$ cat config.mk
export PLATFORM = sky130hd
export DESIGN_NAME = ssd_capture
export DESIGN_NICKNAME = d
export VERILOG_FILES = /design/src/rtl/ssd_capture.sv
export SDC_FILE = /design/constraint.sdc
export NUM_CORES = 1
export LEC_CHECK = 0
export CELL_PAD_IN_SITES_DETAIL_PLACEMENT = 0
export CELL_PAD_IN_SITES_GLOBAL_PLACEMENT = 1
export CORE_UTILIZATION = 42
export CTS_BUF_LIST = sky130_fd_sc_hd__clkbuf_8
export DETAILED_ROUTE_END_ITERATION = 7
export GPL_ROUTABILITY_DRIVEN = 0
export PLACE_DENSITY_LB_ADDON = 0.1
export SLEW_MARGIN = 20
export SYNTH_ARGS = -nofsm -noshare
export SYNTH_HDL_FRONTEND = slang
export SYNTH_SLANG_ARGS = --single-unit
export TNS_END_PERCENT = 50
$ cat constraint.sdc
create_clock -name clk -period 5.3 [get_ports clk]
set_input_delay 1.06 -clock clk [delete_from_list [all_inputs] [get_ports clk]]
set_output_delay 1.06 -clock clk [all_outputs]
set_load 0.05 [all_outputs]
$ cat src/rtl/ssd_capture.sv
`default_nettype none
// ssd_capture: debounces a multiplexed 7-segment bus, decodes each digit back to BCD
// and publishes a complete NUM_DIG-digit frame.  Rev 1.0
module ssd_capture #(
   parameter int STABLE_CYC = 4,
   parameter int NUM_DIG    = 4
) (
   input  logic                 clk,
   input  logic                 rst_n,
   input  logic [6:0]           seg_in,
   input  logic [NUM_DIG-1:0]   dig_sel,
   output logic [4*NUM_DIG-1:0] bcd_out,
   output logic                 frame_valid,
   output logic [NUM_DIG-1:0]   digit_err
);
   localparam int         SW      = 7 + NUM_DIG;
   localparam logic [3:0] CNT_HIT = 4'(STABLE_CYC - 1);

   typedef enum logic [1:0] {
      ST_IDLE = 2'd0,
      ST_WAIT = 2'd1,
      ST_CAPT = 2'd2
   } state_e;

   state_e                   state_q, state_d;
   logic [SW-1:0]            s_q;
   logic [3:0]               cnt_q, cnt_d;
   logic [NUM_DIG-1:0][3:0]  slot_q, slot_d;
   logic [NUM_DIG-1:0]       err_q, err_d;
   logic [NUM_DIG-1:0]       seen_q, seen_d;
   logic                     done_q, done_d;

   logic [SW-1:0]            in_w;
   logic [NUM_DIG-1:0]       dig_q_w;
   logic                     changed_w, onehot_in_w, onehot_q_w, cap_w;
   logic [3:0]               nib_w;
   logic                     bad_w;

   function automatic logic is_onehot(input logic [NUM_DIG-1:0] v);
      return (v != '0) && ((v & (v - NUM_DIG'(1))) == '0);
   endfunction

   assign in_w        = {seg_in, dig_sel};
   assign dig_q_w     = s_q[NUM_DIG-1:0];
   assign changed_w   = (in_w != s_q);
   assign onehot_in_w = is_onehot(dig_sel);
   assign onehot_q_w  = is_onehot(dig_q_w);
   assign cnt_d       = changed_w ? 4'd0 : ((cnt_q == 4'hF) ? cnt_q : cnt_q + 4'd1);

   always_comb begin
      nib_w = 4'hF;
      bad_w = 1'b0;
      case (s_q[SW-1:NUM_DIG])
         7'b0111111: nib_w = 4'd0;
         7'b0110000: nib_w = 4'd1;
         7'b1011011: nib_w = 4'd2;
         7'b1111001: nib_w = 4'd3;
         7'b1110100: nib_w = 4'd4;
         7'b1101101: nib_w = 4'd5;
         7'b1100111: nib_w = 4'd6;
         7'b0111000: nib_w = 4'd7;
         7'b1111111: nib_w = 4'd8;
         7'b1111100: nib_w = 4'd9;
         default:    bad_w = 1'b1;
      endcase
   end

   // A changed input always restarts qualification; only an unchanged one-hot strobe can capture.
   always_comb begin
      state_d = state_q;
      cap_w   = 1'b0;
      if (changed_w) begin
         state_d = onehot_in_w ? ST_WAIT : ST_IDLE;
      end else begin
         case (state_q)
            ST_IDLE, ST_WAIT: begin
               if (!onehot_q_w) begin
                  state_d = ST_IDLE;
               end else if (cnt_q == CNT_HIT) begin
                  cap_w   = 1'b1;
                  state_d = ST_CAPT;
               end else begin
                  state_d = ST_WAIT;
               end
            end
            ST_CAPT: state_d = ST_CAPT;
            default: state_d = ST_IDLE;
         endcase
      end
   end

   always_comb begin
      slot_d = slot_q;
      err_d  = err_q;
      seen_d = seen_q;
      done_d = 1'b0;
      if (done_q) seen_d = '0;
      if (cap_w) begin
         for (int k = 0; k < NUM_DIG; k++) begin
            if (dig_q_w[k]) begin
               slot_d[k] = nib_w;
               err_d[k]  = bad_w;
            end
         end
         seen_d = seen_q | dig_q_w;
         done_d = &(seen_q | dig_q_w);
      end
   end

   always_ff @(posedge clk or negedge rst_n) begin
      if (!rst_n) begin
         state_q     <= ST_IDLE;
         s_q         <= '0;
         cnt_q       <= 4'd0;
         slot_q      <= '0;
         err_q       <= '0;
         seen_q      <= '0;
         done_q      <= 1'b0;
         bcd_out     <= '0;
         digit_err   <= '0;
         frame_valid <= 1'b0;
      end else begin
         state_q     <= state_d;
         s_q         <= in_w;
         cnt_q       <= cnt_d;
         slot_q      <= slot_d;
         err_q       <= err_d;
         seen_q      <= seen_d;
         done_q      <= done_d;
         frame_valid <= done_q;
         if (done_q) begin
            bcd_out   <= slot_q;
            digit_err <= err_q;
         end
      end
   end
endmodule
`default_nettype wire
==> results of run 1 <==
final timing paths:
check | to | cells past startpoint | slack, ns
setup reg to reg | slot_q[2] | 5 | 2.75
hold / removal | bcd_out[1] | 1 | 0.50
hold reg to reg | bcd_out[1] | 1 | 0.50
min in group asynchronous | frame_valid | 2 | 0.88
max in group asynchronous | state_q[1] | 2 | 3.89
setup / recovery | slot_q[2] | 6 | 2.16
flip-flops by register name, indices dropped and copies added, names as in the netlist, 2 cells and up:
signal and cells:
bcd_out 16, s_q 11, digit_err 4, cnt_q 4, slot_q 16, seen_q 4, err_q 4, state_q 2
per-stage QoR:
step                      power [mW]  utilization [%]  std cells  setup WS [ns]
after floorplan               0.5297                -        217          2.980
after global placement        0.5548            48.83        314          1.834
after detailed placement      0.5549            48.83        314          1.806
after CTS                     0.9681            51.92        329          2.155
after global routing           1.003            51.92        329          1.974
final                         0.9568            51.92        329          2.160
layer usage:
layer / part of all wire, % / up-vias / track usage (%)
li1: - / 852 / -
met1: 49 / 880 / 21.16
met2: 47 / 36 / 23.85
met3: 3.0 / 7 / 3.579
met4: 1.4 / 0 / 6.897
met5: 0 / - / 0
report_power, final:
| part | switching [mW] | leakage [nW] | total [mW] | internal (mW) |
|---|---|---|---|---|
| clock | 0.174 | 0.105 | 0.412 | 0.238 |
| combinational | 0.0253 | 0.533 | 0.0468 | 0.0216 |
| sequential | 0.0121 | 0.853 | 0.498 | 0.486 |
cells in the final DEF, fill, tap and decap left out, types with 4 or more instances in the layout:
cell type	n
clkbuf_8	11
a21oi_1	9
nand2_1	7
nand3_1	10
o21ai_0	4
nor2_1	9
clkdlybuf4s50_1	32
a31oi_1	9
dfrtp_1	63
xnor2_1	16
mux2_2	36
cell type report:
type | instances | area, um^2
Tap cell | 77 | 96.34
Timing Repair Buffer | 34 | 332.8
Clock buffer | 11 | 151.4
Clock inverter | 4 | 45.04
Fill cell | 566 | 3053
Sequential cell | 63 | 1577
Multi-Input combinational cell | 140 | 1095
kinds of logic after synthesis:
family                     after synthesis
adders and majority gates                1
buffers and inverters                   14
DFF                                     63
muxes                                   38
AOI/OAI and AO/OA                       36
xor gates and xnor gates                18
and+or+nand+nor                         47
worst max-delay path: stages:
cell	delay, ns
clkdlybuf4s50_1	0.59
xnor2_1	0.15
nand4_1	0.21
nor3_4	0.64
nand3_1	0.34
mux2_2	0.36
==> flow_metrics.py, run 1 <==
metrics = {
    "synth": {
        "synth_cell_types": 39,
        "synth_largest_area_cell": "dfrtp_1",
        "synthMuxAreaShare_pct": 15.46,
        "synth_xor_area_share_pct": 5.730,
        "yosysMostFrequentCell": "dfrtp_1",
        "synth-simple-area-share_pct": 9.777,
        "ys_warn_count": 0,
        "ys.flop_type": "dfrtp_1",
        "synthTopCellsByArea": "dfrtp_1 57%, mux2_2 15%, xnor2_1 5.1%, a31oi_1 2.0%, nand3_1 1.8%",
        "async_flop_share_pct": 100.0,
        "yosys-top-cells-count": "63 x dfrtp_1, 36 x mux2_2, 16 x xnor2_1",
        "syn_area_per_cell_um2": 12.68,
        "syn_inst": 217,
        "synth_edf_count": 0,
        "syn_nets": 231,
        "synth_top_family_by_area": "multiplexers",
        "netlist.area_leader.share_pct": 57.30,
        "synth-compound-area-share_pct": 8.367,
        "synth-adder-area-share_pct": 0.4548,
        "ys_ff_latch": 63,
        "synth_area_um2": 2751,
        "synth_seq_area_share_pct": 57.30,
    },
    "hold_path": {
        "holdCritStartpoint": "slot_q[1]",
        "min_path_type": "flop to flop",
    },
    "timing": {
        "skew_ns": 0.005226,
        "worst_pin_slew_ns": 0.9829,
        "setup_viol": 0,
        "max_freq_mhz": 318.5,
        "period_needed_ns": 3.140,
        "slew_headroom_pct": 34.47,
        "fin_crit_sh_pct": 59.25,
        "tns_ns": 0,
        "slew_viol_final": 0,
        "rsz0062_at_grt": "false",
        "hold_slack_ns": 0.5043,
        "hold_violations": 0,
    },
    "clocking": {
        "cts.path.max_buffers": 2,
        "clkTransAtPathRegs_ns": 0.06,
        "post_cts_resized": 0,
        "cts_sinks": 63,
        "cts_tree": "built",
        "cts_hold_buf": 0,
        "clk_latency_ns": 0.33,
        "clock-root-buffer": "clkbuf_8",
        "ctsHtreeMaxLevel": 3,
        "cts_made_buffers": 9,
        "cts_setup_buffers": 0,
    },
    "detailed_routing": {
        "wl_per_cell_um": 14.91,
        "vias_per_cell": 5.395,
        "first_iter_violations": 88,
        "totalWireLength_mm": 4.905,
        "vias": 1775,
        "ant_nets": 0,
        "firstDrtPassIters": 4,
        "drc": 0,
    },
    "layout": {
        "area_growth_pct": 19.83,
        "num_antenna_cells": 0,
        "post-route-cell-area_um2": 3297,
        "final_nets": 262,
        "drive_gt1_share_pct": 22.22,
    },
    "critical_path": {
        "crit_type": "input pin to flop",
        "worstPathArrival_ns": 3.35,
        "r2r-start": "s_q[1]",
        "critPathMaxFanout": 19,
        "endpoint_kind": "flop",
        "cp_data_required_time_ns": 5.51,
        "cp-start-kind": "input pin",
        "cp-startpoint": "dig_sel[2]",
    },
    "pwr": {
        "ir_drop_mv": 0.1514,
        "leakagePower_nw": 1.491,
        "powerDensity_nw_per_um2": 290.2,
    },
    "die": {
        "die_w_um": 82.94,
        "initial_core_util_pct": 43.33,
        "io_pins": 34,
        "coreArea_um2": 6350,
        "rows": 29,
        "design.die.area_um2": 6878,
        "die_y_um": 82.94,
    },
    "placed_design": {
        "numPortBuffers": 33,
        "place_hpwl_mm": 3.357,
        "dpl-instance-area_um2": 3100,
    },
    "global_route": {
        "grt_pass1_vias": 1721,
        "overflow": 0,
        "grt_use_total_pct": 15.56,
        "antenna_found_initial": 0,
        "grt_pass1_wl_mm": 8.493,
        "grt_max_degree": 64,
    },
    "flow_run": {
        "cap_violations": 0,
    },
    "outcome": {
        "status": "finished, final reports clean",
    },
}
Note: power is estimated with default switching activity, not from simulation.
==> run 2: changes to the inputs <==
clock period = 3.3 ns   (was 5.3 ns; I/O delays follow)
==> run 2 against run 1 <==
  * Non-clock buffer count grew 3
  * Count of clock-buffer cells in the layout grew 1
  * Sequential share of layout area shrank 0.80 points
  * Worst hold slack lost 0.29 ns
  * Critical path depth grew 1
  * First-iteration DRC count shrank 15%
  * Register-to-register slack lost 1.7 ns
  * Cell count grew 0.91%
  * Clock skew grew 0.0026 ns
  * Global-route usage grew 0.51 points
  * Flip-flop and latch count is the same
  * Clock power grew 84%
  * Critical endpoint is now slot_q[11]
  * Largest cell class unchanged
  * Largest power group unchanged
==> flow_metrics.py, run 2 (synthesis gave the netlist of run 1 again) <==
metrics = {
    "outcome": {
        "status": "finished, final reports clean",
    },
    "placed_design": {
        "dp_slack_ns": 0.6518,
        "dp.cells": 317,
        "place_hpwl_mm": 3.622,
        "numPortBuffers": 33,
        "dpl-instance-area_um2": 3123,
    },
    "detailed_routing": {
        "vias": 1827,
        "wl_per_cell_um": 15.15,
        "firstDrtPassIters": 4,
        "vias_per_cell": 5.503,
        "drc": 0,
        "ant_nets": 0,
        "totalWireLength_mm": 5.029,
        "first_iter_violations": 75,
    },
    "timing": {
        "setup_viol": 0,
        "fin_crit_sh_pct": 69.78,
        "slew_headroom_pct": 32.12,
        "worst_pin_slew_ns": 1.018,
        "tns_ns": 0,
        "worst_slack_ns": 0.9974,
        "slew_viol_final": 0,
        "max_freq_mhz": 434.3,
        "rsz0062_at_grt": "false",
        "period_needed_ns": 2.303,
        "hold_violations": 0,
        "skew_ns": 0.007778,
        "hold_slack_ns": 0.2123,
    },
    "critical_path": {
        "crit_chain": "clkdlybuf4s50_1 -> xnor2_1 -> nand4_1 -> nor3_4 -> buf_4 -> o311a_1 -> a21oi_1",
        "critPathMaxFanout": 15,
        "worstPathArrival_ns": 2.50,
        "cp_data_required_time_ns": 3.49,
        "r2r-start": "s_q[4]",
        "crit_type": "input pin to flop",
        "crit_slowest_cell": "clkdlybuf4s50_1",
        "slowest_delay_ns": 0.58,
        "cp-start-kind": "input pin",
        "cp-startpoint": "dig_sel[2]",
        "endpoint_kind": "flop",
    },
    "clocking": {
        "ctsHtreeMaxLevel": 3,
        "cts.path.max_buffers": 2,
        "clk_latency_ns": 0.33,
        "clock-root-buffer": "clkbuf_8",
        "cts_made_buffers": 9,
        "post_cts_resized": 0,
        "cts_setup_buffers": 0,
        "clkTransAtPathRegs_ns": 0.07,
        "cts_sinks": 63,
        "cts_tree": "built",
        "cts_hold_buf": 0,
    },
    "layout": {
        "drive_gt1_share_pct": 23.14,
        "final_cells": 332,
        "post-route-cell-area_um2": 3353,
        "fillers": 545,
        "num_antenna_cells": 0,
        "final_core_util_pct": 52.81,
        "final_nets": 265,
        "final_common_cell": "dfrtp_1",
        "area_growth_pct": 21.87,
        "reg.largest.list": "bcd_out: 16 flops, slot_q: 16 flops, s_q: 11 flops",
        "layout_common_cells": "63 x dfrtp_1, 36 x mux2_2, 32 x clkdlybuf4s50_1",
    },
    "pwr": {
        "powerDensity_nw_per_um2": 487.4,
        "ir_drop_mv": 0.2730,
        "internal_power_mw": 1.297,
        "combinationalPowerShare_pct": 4.6,
        "total_power_mw": 1.635,
        "seqPwrFrac_pct": 48.9,
        "switchingPower_uw": 337.1,
        "leakagePower_nw": 1.521,
        "pwr-share-clk_pct": 46.4,
        "switching_share_pct": 20.63,
    },
    "die": {
        "coreArea_um2": 6350,
        "rows": 29,
        "die_w_um": 82.94,
        "io_pins": 34,
        "initial_core_util_pct": 43.33,
        "design.die.area_um2": 6878,
        "die_y_um": 82.94,
    },
    "global_route": {
        "grt_use_total_pct": 16.07,
        "grt_pass1_wl_mm": 8.707,
        "overflow": 0,
        "grt_max_degree": 30,
        "antenna_found_initial": 0,
        "grt_pass1_vias": 1691,
    },
    "flow_run": {
        "cap_violations": 0,
    },
    "hold_path": {
        "min_path_type": "input pin to asynchronous set/reset pin",
    },
}
-- run 2: power by group through the flow --
stage / Combinational [mW] / Clock [mW] / Sequential, mW
3_3_place_gp: 0.0784 / 0 / 0.814
2_1_floorplan: 0.0529 / 0 / 0.798
4_1_cts: 0.0784 / 0.777 / 0.799
3_5_place_dp: 0.0782 / 0 / 0.814
6_report: 0.0760 / 0.759 / 0.800
5_1_grt: 0.0864 / 0.816 / 0.801
-- run 2: cell type report --
type | instances | area, um^2 | area share (%)
flip-flops and latches | 63 | 1577 | 47.01
multi-input cells | 140 | 1095 | 32.65
well taps | 77 | 96.34 | 2.873
repair buffers | 37 | 355.3 | 10.60
clock inverters | 3 | 65.06 | 1.940
clock buffers | 12 | 165.2 | 4.925
-- run 2: metal layers --
layer | share of wire (%) | GRT usage [%] | routed length [um]
met1 | 47 | 22.86 | 2359
met2 | 47 | 23.55 | 2382
met3 | 4.0 | 3.678 | 199
met4 | 1.7 | 7.053 | 87
met5 | 0 | 0 | 0
-- run 2: worst paths after layout --
kind | to | slack, ns | cells after the start
worst max-delay path | slot_q[11] | 1.0 | 7
worst min-delay path | frame_valid | 0.21 | 1
worst max register to register | slot_q[0] | 1.10 | 5
worst min register to register | bcd_out[5] | 0.50 | 1
max in group asynchronous | seen_q[0] | 2.42 | 2
min in group clk | bcd_out[5] | 0.50 | 1
-- run 2: critical path: cells and delay by family --
kind,cells,cell delay (ns)
AOI/OAI and AO/OA,2,0.37
and+or+nand+nor,2,0.51
xor gates and xnor gates,1,0.14
buffers and inverters,2,0.82
